File: config.mk
export PLATFORM = sky130hd
export DESIGN_NAME = prog_loader_ctrl
export DESIGN_NICKNAME = d
export VERILOG_FILES = /design/src/rtl/prog_loader_pkg.sv /design/src/rtl/prog_loader_timeout.sv /design/src/rtl/prog_loader_ctrl.sv
export SDC_FILE = /design/constraint.sdc
export NUM_CORES = 1
export LEC_CHECK = 0
export ABC_CLOCK_PERIOD_IN_PS = 2800
export CAP_MARGIN = 5
export CORE_MARGIN = 2
export CORE_UTILIZATION = 35
export CTS_CLUSTER_DIAMETER = 80
export DETAILED_ROUTE_END_ITERATION = 8
export PLACE_DENSITY = 0.58
export SLEW_MARGIN = 20
export SYNTH_ARGS = -nofsm -noshare
export SYNTH_HDL_FRONTEND = slang
export SYNTH_SLANG_ARGS = --single-unit
File: constraint.sdc
create_clock -name clk_i -period 2.8 [get_ports clk_i]
set_clock_uncertainty 0.1 [all_clocks]
set_input_delay 0.84 -clock clk_i [delete_from_list [all_inputs] [get_ports clk_i]]
set_output_delay 0.84 -clock clk_i [all_outputs]
set_load 0.02 [all_outputs]
File: src/rtl/prog_loader_pkg.sv
`default_nettype none
// ============================================================================
// Module      : prog_loader_pkg
// Description : Shared types and constants for the boot-time program loader.
// Revision    : 1.0 - initial release
// ============================================================================
package prog_loader_pkg;

    // Loader sequencing states; DONE and ERROR are terminal until reset
    typedef enum logic [2:0] {
        IDLE    = 3'd0,
        COLLECT = 3'd1,
        WRITE   = 3'd2,
        DONE    = 3'd3,
        ERROR   = 3'd4
    } state_t;

    // Word that terminates a program image; never written to memory
    localparam logic [31:0] C_EOP_WORD_DEFAULT = 32'h0000_0FFF;

    // Byte position within the word being assembled (0..3)
    localparam int unsigned C_BYTE_CNT_W = 2;

endpackage
`default_nettype wire

File: src/rtl/prog_loader_timeout.sv
`default_nettype none
// ============================================================================
// Module      : prog_loader_timeout
// Description : Inter-byte watchdog for the program loader. Counts enabled
//               cycles since the last clear and flags expiry on the cycle the
//               count reaches TIMEOUT_CYCLES.
// Revision    : 1.0 - initial release
// ============================================================================
module prog_loader_timeout #(
    parameter int unsigned TIMEOUT_CYCLES = 1_000_000
) (
    input  logic clk_i,
    input  logic rst_ni,
    input  logic clr_i,
    input  logic en_i,
    output logic expired_o
);

    localparam int unsigned       C_CNT_W = $clog2(TIMEOUT_CYCLES + 1);
    localparam logic [C_CNT_W-1:0] C_LAST = C_CNT_W'(TIMEOUT_CYCLES - 1);

    logic [C_CNT_W-1:0] r_cnt;

    // Count enabled cycles since the last received byte, saturating at the limit
    always_ff @(posedge clk_i or negedge rst_ni) begin
        if (!rst_ni) begin
            r_cnt <= '0;
        end else if (clr_i) begin
            r_cnt <= '0;
        end else if (en_i && (r_cnt != C_LAST)) begin
            r_cnt <= r_cnt + C_CNT_W'(1);
        end
    end

    // The cycle that would make the count reach the limit is the expiry cycle
    assign expired_o = en_i && !clr_i && (r_cnt == C_LAST);

endmodule
`default_nettype wire

File: src/rtl/prog_loader_ctrl.sv
`default_nettype none
// ============================================================================
// Module      : prog_loader_ctrl
// Description : Boot-time program loader. Assembles UART bytes into 32-bit
//               little-endian words, writes them to sequential instruction
//               memory addresses over a req/gnt port and releases the core
//               reset once the end-of-program word is received.
//               Optional inter-byte watchdog: define PROG_LOADER_TIMEOUT_EN.
// Revision    : 1.0 - initial release
// ============================================================================
module prog_loader_ctrl
    import prog_loader_pkg::*;
#(
    parameter int unsigned ADDR_W         = 10,
    parameter int unsigned MEM_DEPTH      = 1024,
    parameter logic [31:0] EOP_WORD       = C_EOP_WORD_DEFAULT,
    parameter int unsigned TIMEOUT_CYCLES = 1_000_000
) (
    input  logic              clk_i,
    input  logic              rst_ni,
    input  logic              rx_valid_i,
    input  logic [7:0]        rx_byte_i,
    output logic              mem_req_o,
    input  logic              mem_gnt_i,
    output logic [ADDR_W-1:0] mem_addr_o,
    output logic [31:0]       mem_wdata_o,
    output logic              core_rst_no,
    output logic              prog_done_o,
    output logic              err_o,
    output logic [ADDR_W:0]   words_o
);

    state_t                  r_state;
    state_t                  w_state_nxt;

    logic [C_BYTE_CNT_W-1:0] r_byte_cnt;
    logic [31:0]             r_word;
    logic                    r_cmp_pending;   // fourth byte captured, compare this cycle
    logic                    r_skid_vld;
    logic [7:0]              r_skid_byte;
    logic [ADDR_W-1:0]       r_mem_addr;
    logic [31:0]             r_mem_wdata;
    logic [ADDR_W:0]         r_words;

    logic                    w_is_eop;
    logic                    w_full;
    logic                    w_overrun;
    logic                    w_timeout;

    assign w_is_eop  = (r_word == EOP_WORD);
    assign w_full    = (r_words == (ADDR_W + 1)'(MEM_DEPTH));
    // A byte arriving while the single skid slot is occupied cannot be kept
    assign w_overrun = (r_state == WRITE) && rx_valid_i && r_skid_vld;

`ifdef PROG_LOADER_TIMEOUT_EN
    logic w_wd_en;

    // Watchdog runs while mid-word; a stalled write with a parked byte is not
    // the programmer's fault, so it pauses then
    assign w_wd_en = (r_state == COLLECT) || ((r_state == WRITE) && !r_skid_vld);

    prog_loader_timeout #(
        .TIMEOUT_CYCLES (TIMEOUT_CYCLES)
    ) u_timeout (
        .clk_i     (clk_i),
        .rst_ni    (rst_ni),
        .clr_i     (rx_valid_i),
        .en_i      (w_wd_en),
        .expired_o (w_timeout)
    );
`else
    assign w_timeout = 1'b0;
`endif

    // State register
    always_ff @(posedge clk_i or negedge rst_ni) begin
        if (!rst_ni) begin
            r_state <= IDLE;
        end else begin
            r_state <= w_state_nxt;
        end
    end

    // Next-state decision
    always_comb begin
        w_state_nxt = r_state;
        case (r_state)
            IDLE: begin
                if (rx_valid_i) begin
                    w_state_nxt = COLLECT;
                end
            end
            COLLECT: begin
                if (r_cmp_pending) begin
                    if (w_is_eop) begin
                        w_state_nxt = DONE;
                    end else if (w_full) begin
                        w_state_nxt = ERROR;
                    end else begin
                        w_state_nxt = WRITE;
                    end
                end else if (w_timeout) begin
                    w_state_nxt = ERROR;
                end
            end
            WRITE: begin
                if (w_overrun) begin
                    w_state_nxt = ERROR;
                end else if (mem_gnt_i) begin
                    w_state_nxt = COLLECT;
                end else if (w_timeout) begin
                    w_state_nxt = ERROR;
                end
            end
            DONE:    w_state_nxt = DONE;
            ERROR:   w_state_nxt = ERROR;
            default: w_state_nxt = IDLE;
        endcase
    end

    // Outputs decoded from the current state and datapath registers
    always_comb begin
        mem_req_o   = (r_state == WRITE);
        core_rst_no = (r_state == DONE);
        prog_done_o = (r_state == DONE);
        err_o       = (r_state == ERROR);
        mem_addr_o  = r_mem_addr;
        mem_wdata_o = r_mem_wdata;
        words_o     = r_words;
    end

    // Word assembly, skid buffer, write address/data and word counter
    always_ff @(posedge clk_i or negedge rst_ni) begin
        if (!rst_ni) begin
            r_byte_cnt    <= '0;
            r_word        <= '0;
            r_cmp_pending <= 1'b0;
            r_skid_vld    <= 1'b0;
            r_skid_byte   <= '0;
            r_mem_addr    <= '0;
            r_mem_wdata   <= '0;
            r_words       <= '0;
        end else begin
            case (r_state)
                IDLE: begin
                    if (rx_valid_i) begin
                        r_word[7:0] <= rx_byte_i;
                        r_byte_cnt  <= C_BYTE_CNT_W'(1);
                    end
                end
                COLLECT: begin
                    if (r_cmp_pending) begin
                        r_cmp_pending <= 1'b0;
                        // A byte during the compare cycle belongs to the next word
                        if (rx_valid_i) begin
                            r_skid_vld  <= 1'b1;
                            r_skid_byte <= rx_byte_i;
                        end
                        if (!w_is_eop && !w_full) begin
                            r_mem_wdata <= r_word;
                            r_mem_addr  <= r_words[ADDR_W-1:0];
                        end
                    end else if (rx_valid_i) begin
                        r_word[8*r_byte_cnt +: 8] <= rx_byte_i;
                        r_byte_cnt                <= r_byte_cnt + C_BYTE_CNT_W'(1);
                        if (r_byte_cnt == C_BYTE_CNT_W'(3)) begin
                            r_cmp_pending <= 1'b1;
                        end
                    end
                end
                WRITE: begin
                    if (mem_gnt_i) begin
                        r_words    <= r_words + (ADDR_W + 1)'(1);
                        r_skid_vld <= 1'b0;
                        // Parked byte (or one arriving now) starts the next word
                        if (r_skid_vld) begin
                            r_word[7:0] <= r_skid_byte;
                            r_byte_cnt  <= C_BYTE_CNT_W'(1);
                        end else if (rx_valid_i) begin
                            r_word[7:0] <= rx_byte_i;
                            r_byte_cnt  <= C_BYTE_CNT_W'(1);
                        end else begin
                            r_byte_cnt  <= '0;
                        end
                    end else if (rx_valid_i && !r_skid_vld) begin
                        r_skid_vld  <= 1'b1;
                        r_skid_byte <= rx_byte_i;
                    end
                end
                default: begin
                end
            endcase
        end
    end

endmodule
`default_nettype wire

* Yosys cells after proc, flatten, opt, wreduce, memory -nomap -nowiden
Index checks and enable logic that the tools add are counted.
Storage, ports and cells: output and inout bits 57, register bits after elaboration 100, word-level logic and storage cells 84, bits of input ports 12
Operators by class: mux-type cells 34, reductions and logical operators 18, equal/unequal tests 16, add/sub/neg operators 3, shift-type cells 2, bitwise operators 1
Operators with widths (number):
- 2-to-1 mux 8 bit | 9
- negator 5 -> 34 bit | 1
- variable shift 8 x 34 -> 32 bit, first input constant | 1
- variable part select 8 x 34 -> 32 bit | 1
- bitwise mux 32 bit | 1
- equality test 32 x 12 -> 1 bit, second input constant | 1
- case mux 8 bit (3 select lines) | 1
- 2-to-1 mux 3 bit | 6
- case mux 8 bit (2 select lines) | 1
- case mux 3 bit (5 select lines) | 1
- adder 11 x 1 -> 11 bit, second input constant | 1
- equality test 11 bit, second input constant | 1
- != test 2 bit, second input constant | 5
- AND reduction 5 bit | 2
- 2-to-1 mux 1 bit | 9
- AND reduction 3 bit | 3
- 2-to-1 mux 2 bit | 4
- AND reduction 4 bit | 2
- equality test 3 x 2 -> 1 bit, second input constant | 2
- != test 3 x 1 -> 1 bit, second input constant | 2
- case mux 2 bit (3 select lines) | 1
- logical AND 1 bit | 4
- != test 2 x 1 -> 1 bit, second input constant | 2
- equality test 3 x 1 -> 1 bit, second input constant | 1
- 10 further kinds | 12

* Logic depth before layout (Yosys ltp)
depth after elaboration 6, depth in mapped cells 8, mapped depth without buffers 7

* Worst setup path after synthesis
No wires, ideal clock.
kind reg2reg, start register r_word[15], end register r_mem_addr[0], in the netlist mem_addr_o[0], data arrival time 2065 ps, stages on the path, launching flop included 8, setup time 125 ps, required time 2575 ps, buffers on the path 2, slack 510 ps, clock period less this slack 2290 ps, path through dfrtp_1 > nand2b_1 > or4_1 > or4_1 > buf_2 > nand4_4 > buf_6 > mux2_2
Between the ends: longest elaborated chain between the ends 4
RTL lines:
- start, declared | RTL line prog_loader_ctrl.sv:37 | logic [31:0] r_word;
- start signal, assigned by index | RTL line prog_loader_ctrl.sv:164 | r_word[8*r_byte_cnt +: 8] <= rx_byte_i;
- equality test 32 x 12 -> 1 bit | RTL line prog_loader_ctrl.sv:50 | assign w_is_eop = (r_word == EOP_WORD);
- logical NOT 1 bit | RTL line prog_loader_ctrl.sv:159 | if (!w_is_eop && !w_full) begin
- logical AND 1 bit | RTL line prog_loader_ctrl.sv:159
- AND reduction 3 bit (no source line)
- end signal, assigned | RTL line prog_loader_ctrl.sv:161 | r_mem_addr <= r_words[ADDR_W-1:0];
- end, declared | RTL line prog_loader_ctrl.sv:41 | logic [ADDR_W-1:0] r_mem_addr;
Every way passes these cells. A chain may end at the register's enable or synchronous reset.

* Worst setup path in the final report
start register r_state[2], end output port mem_req_o
Between the ends: longest elaborated chain between the ends 1
RTL lines:
- start, declared | RTL line prog_loader_ctrl.sv:33 | state_t r_state;
- start signal, assigned | RTL line prog_loader_ctrl.sv:80 | r_state <= w_state_nxt;
- equality test 3 x 2 -> 1 bit | RTL line prog_loader_ctrl.sv:123 | mem_req_o = (r_state == WRITE);
- end, declared | RTL line prog_loader_ctrl.sv:23 | output logic mem_req_o,
Every way passes these cells.

==> impl_metrics.tcl <==
set metrics [dict create \
    synth.distinct_cells 39 \
    yosysWarnings 0 \
    drive_gt1_share_pct 19.6 \
    ys_seq_elements 100 \
    worst_slack_ns 0.0940 \
    min_period_ns 2.71 \
    antenna_found_initial 0 \
    clk_pin_slew_worst_paths_ns 0.07 \
    cts_max_path_buffers 2 \
    cts_root_buf "clkbuf_16" \
    grt_pass1_vias 3367 \
    ys.flop_type "dfrtp_1" \
    synth-compound-area-share_pct 9.49 \
    synth_top_family_by_area "simple AND/OR/NAND/NOR gates" \
    h-tree-depth 3 \
    outcome "finished, final reports clean" \
    synthAdderAreaFrac_pct 1.67 \
    synth-simple-area-share_pct 15.6 \
    cp-start-kind "register" \
    fin_crit_sh_pct 96.6 \
    drc 0 \
    layout.nets 512 \
    num_vias 3291 \
    crit_path_end_kind "output port" \
    cts.sinks 100 \
    die-width_microns 117 \
    fill_cells 1221 \
    slew-limit-headroom_pct 57.7 \
    fp.coreArea_sq_mm 0.0126 \
    gr-total-overflow 0 \
    arrival_ns 1.77 \
    maxCapViolations 0 \
    seqCellArea_sq_mm 0.00250 \
    gp_congestion 0.843 \
    die_area_sq_mm 0.0138 \
    critical_path.top_delay_family "buffers and inverters" \
    irDropWorstVdd_mv 0.405 \
    area_delta_synth_final_pct 29.9 \
    critPathBufInv 1 \
    antenna_cells 0 \
    setup_viol 0 \
    setup-tns-final_ns 0 \
    ioPinCount 69 \
    dr.pass1.iters 4 \
    cts_tree "done" \
    critPathRequiredTime_ns 1.86 \
    dpl.hpwl_microns 7350 \
    grt_max_degree 60 \
    dp_slack_ns 0.0911 \
    first_iter_violations 153 \
    min-delay-path-class "input port to asynchronous set/reset pin" \
    finalHoldViolCount 0 \
    drt-total-wl_microns 10300 \
    finalMaxSlewViolations 0 \
    power_density_mw_per_mm2 1070 \
    total_power_w 0.00625 \
    leakagePower_nw 2.62 \
    syn_inst 407 \
    cts_buffers 9 \
    startpoint "r_state[2]$_DFFE_PN0P_" \
    path_cells "nor3b_2, clkdlybuf4s50_1" \
    async_flop_share_pct 100 \
    multiInputGateArea_sq_mm 0.00184 \
    rsz0062_at_grt "no" \
    postCtsSetupBuffers 0 \
    slowest_delay_ns 0.65 \
    rows 41 \
    place_inst 655 \
    dieHeight_microns 117 \
    synth_edf_count 0 \
    fin_cells 671 \
    yosysSeqAreaShare_pct 55.6 \
    critPathSlowestCell "clkdlybuf4s50_1" \
    reg2reg_from "r_word[25]$_DFFE_PN0P_" \
    worstPathMaxFanout 10 \
    setup.worst_path.class "register to output port" \
    routedWlPerCell_microns 15.4 \
    worstSkewPairLatency_ns 0.35 \
    clock.fmax_ghz 0.370 \
    vias_per_cell 4.90 \
    syn_area_sq_mm 0.00450 \
    muxShareOfSynthArea_pct 12.2 \
    port-buffer-count 68 \
    initial_core_util_pct 35.8 \
    synth_area_per_cell_sq_um 11.0 \
    grt_pass1_wl_microns 17400 \
    ant_nets 0 \
    tightest_slew_ns 0.634 \
    synthXorXnorAreaFrac_pct 1.95 \
    grt_usage_pct 15.8 \
    syn_nets 425 \
]
## layout by cell type (no fill, tap or decap), drive strengths merged, types with 3 or more instances in the layout
cell | netlist | final
and2 | 3 | 3
nor3 | 4 | 4
inv | 11 | 14
nand3 | 6 | 6
mux2 | 48 | 48
nor2b | 12 | 12
dfrtp | 100 | 100
nand4 | 6 | 6
buf | 8 | 29
xnor2 | 7 | 7
clkdlybuf4s50 | 0 | 64
nor3b | 5 | 5
nor2 | 9 | 9
a21oi | 17 | 17
xor2 | 3 | 3
dlygate4sd2 | 0 | 3
ha | 6 | 6
clkbuf | 12 | 9
nand2 | 68 | 68
a221o | 8 | 8
o21ai | 38 | 38
nor4 | 6 | 6
and3 | 12 | 12
## final cells by class
type / instances / area share [%]
Clock buffer: 9 / 3.85
Sequential cell: 100 / 42.8
Tap cell: 172 / 3.68
Multi-Input combinational cell: 276 / 31.5
Clock inverter: 7 / 1.84
Inverter: 11 / 0.707
Timing Repair Buffer: 96 / 15.6
## flip-flops by register name (all words and copies together) (netlist names)
signal         count
mem_wdata_o       32
r_word            32
words_o           11
mem_addr_o        10
r_skid_byte        8
r_state            3
r_byte_cnt         2
r_cmp_pending      1
r_skid_vld         1
## cell usage after synthesis (7+ instances only)
library cell  count  area (sq um)
xnor2_1           7          61.3
and3_1           12          75.1
mux2_2           48           541
dfrtp_1         100          2500
a21oi_1          17          85.1
inv_1            11          41.3
o21ai_0          38           190
nor2_1            9          33.8
a221o_1           8          80.1
nor2b_1          12          75.1
clkbuf_1         12          45.0
nand2_1          68           255
## per-layer routing
| metal | vias up | global-route usage [%] | wire, microns |
|---|---|---|---|
| met1 | 1602 | 21.2 | 4910 |
| met4 | 0 | 7.30 | 214 |
| met3 | 15 | 3.31 | 404 |
| met2 | 70 | 24.7 | 4810 |
| li1 | 1604 | - | - |
| met5 | - | 0 | 0 |
## final timing paths
check | end | slack (ns) | cells past startpoint
max reg2reg | mem_wdata_o[12]$_DFFE_PN0P_ | 0.27 | 6
max | mem_req_o | 0.09 | 2
min reg2reg | r_word[12]$_DFFE_PN0P_ | 0.40 | 2
max in group asynchronous | mem_wdata_o[13]$_DFFE_PN0P_ | 1.75 | 2
min in group clk_i | r_word[12]$_DFFE_PN0P_ | 0.40 | 2
min | mem_wdata_o[0]$_DFFE_PN0P_ | 0.21 | 1
## logic make-up (layout without fill, tap and decap cells)
family          after synthesis  count (layout)
buf+inv                      31             123
flops                       100             100
xor+xnor                     10              10
compound gates               72              72
mux                          49              49
fa+ha+maj                     6               6
simple gates                139             139
## what timing repair did
action	in CTS	in global routing
resized for setup	4	0
hold endpoints to repair	0	0
hold buffers	0	0
setup endpoints to repair	3	0
## metrics by stage
step                      hold WS (ns)  utilization [%]  cell area (sq um)
after floorplan                  0.359                -               4500
after global placement           0.385             43.9               5510
after detailed placement         0.385             43.9               5510
after CTS                        0.209             46.5               5840
after global routing             0.212             46.5               5840
final                            0.213             46.5               5840
## power breakdown
part	switching, W	leakage, nW	internal, W	total [W]
Sequential	0.000392	1.32	0.00193	0.00233
Clock	0.000582	0.160	0.000800	0.00138
Combinational	0.00129	1.15	0.00125	0.00254
Note: power is estimated with default switching activity, not from simulation.
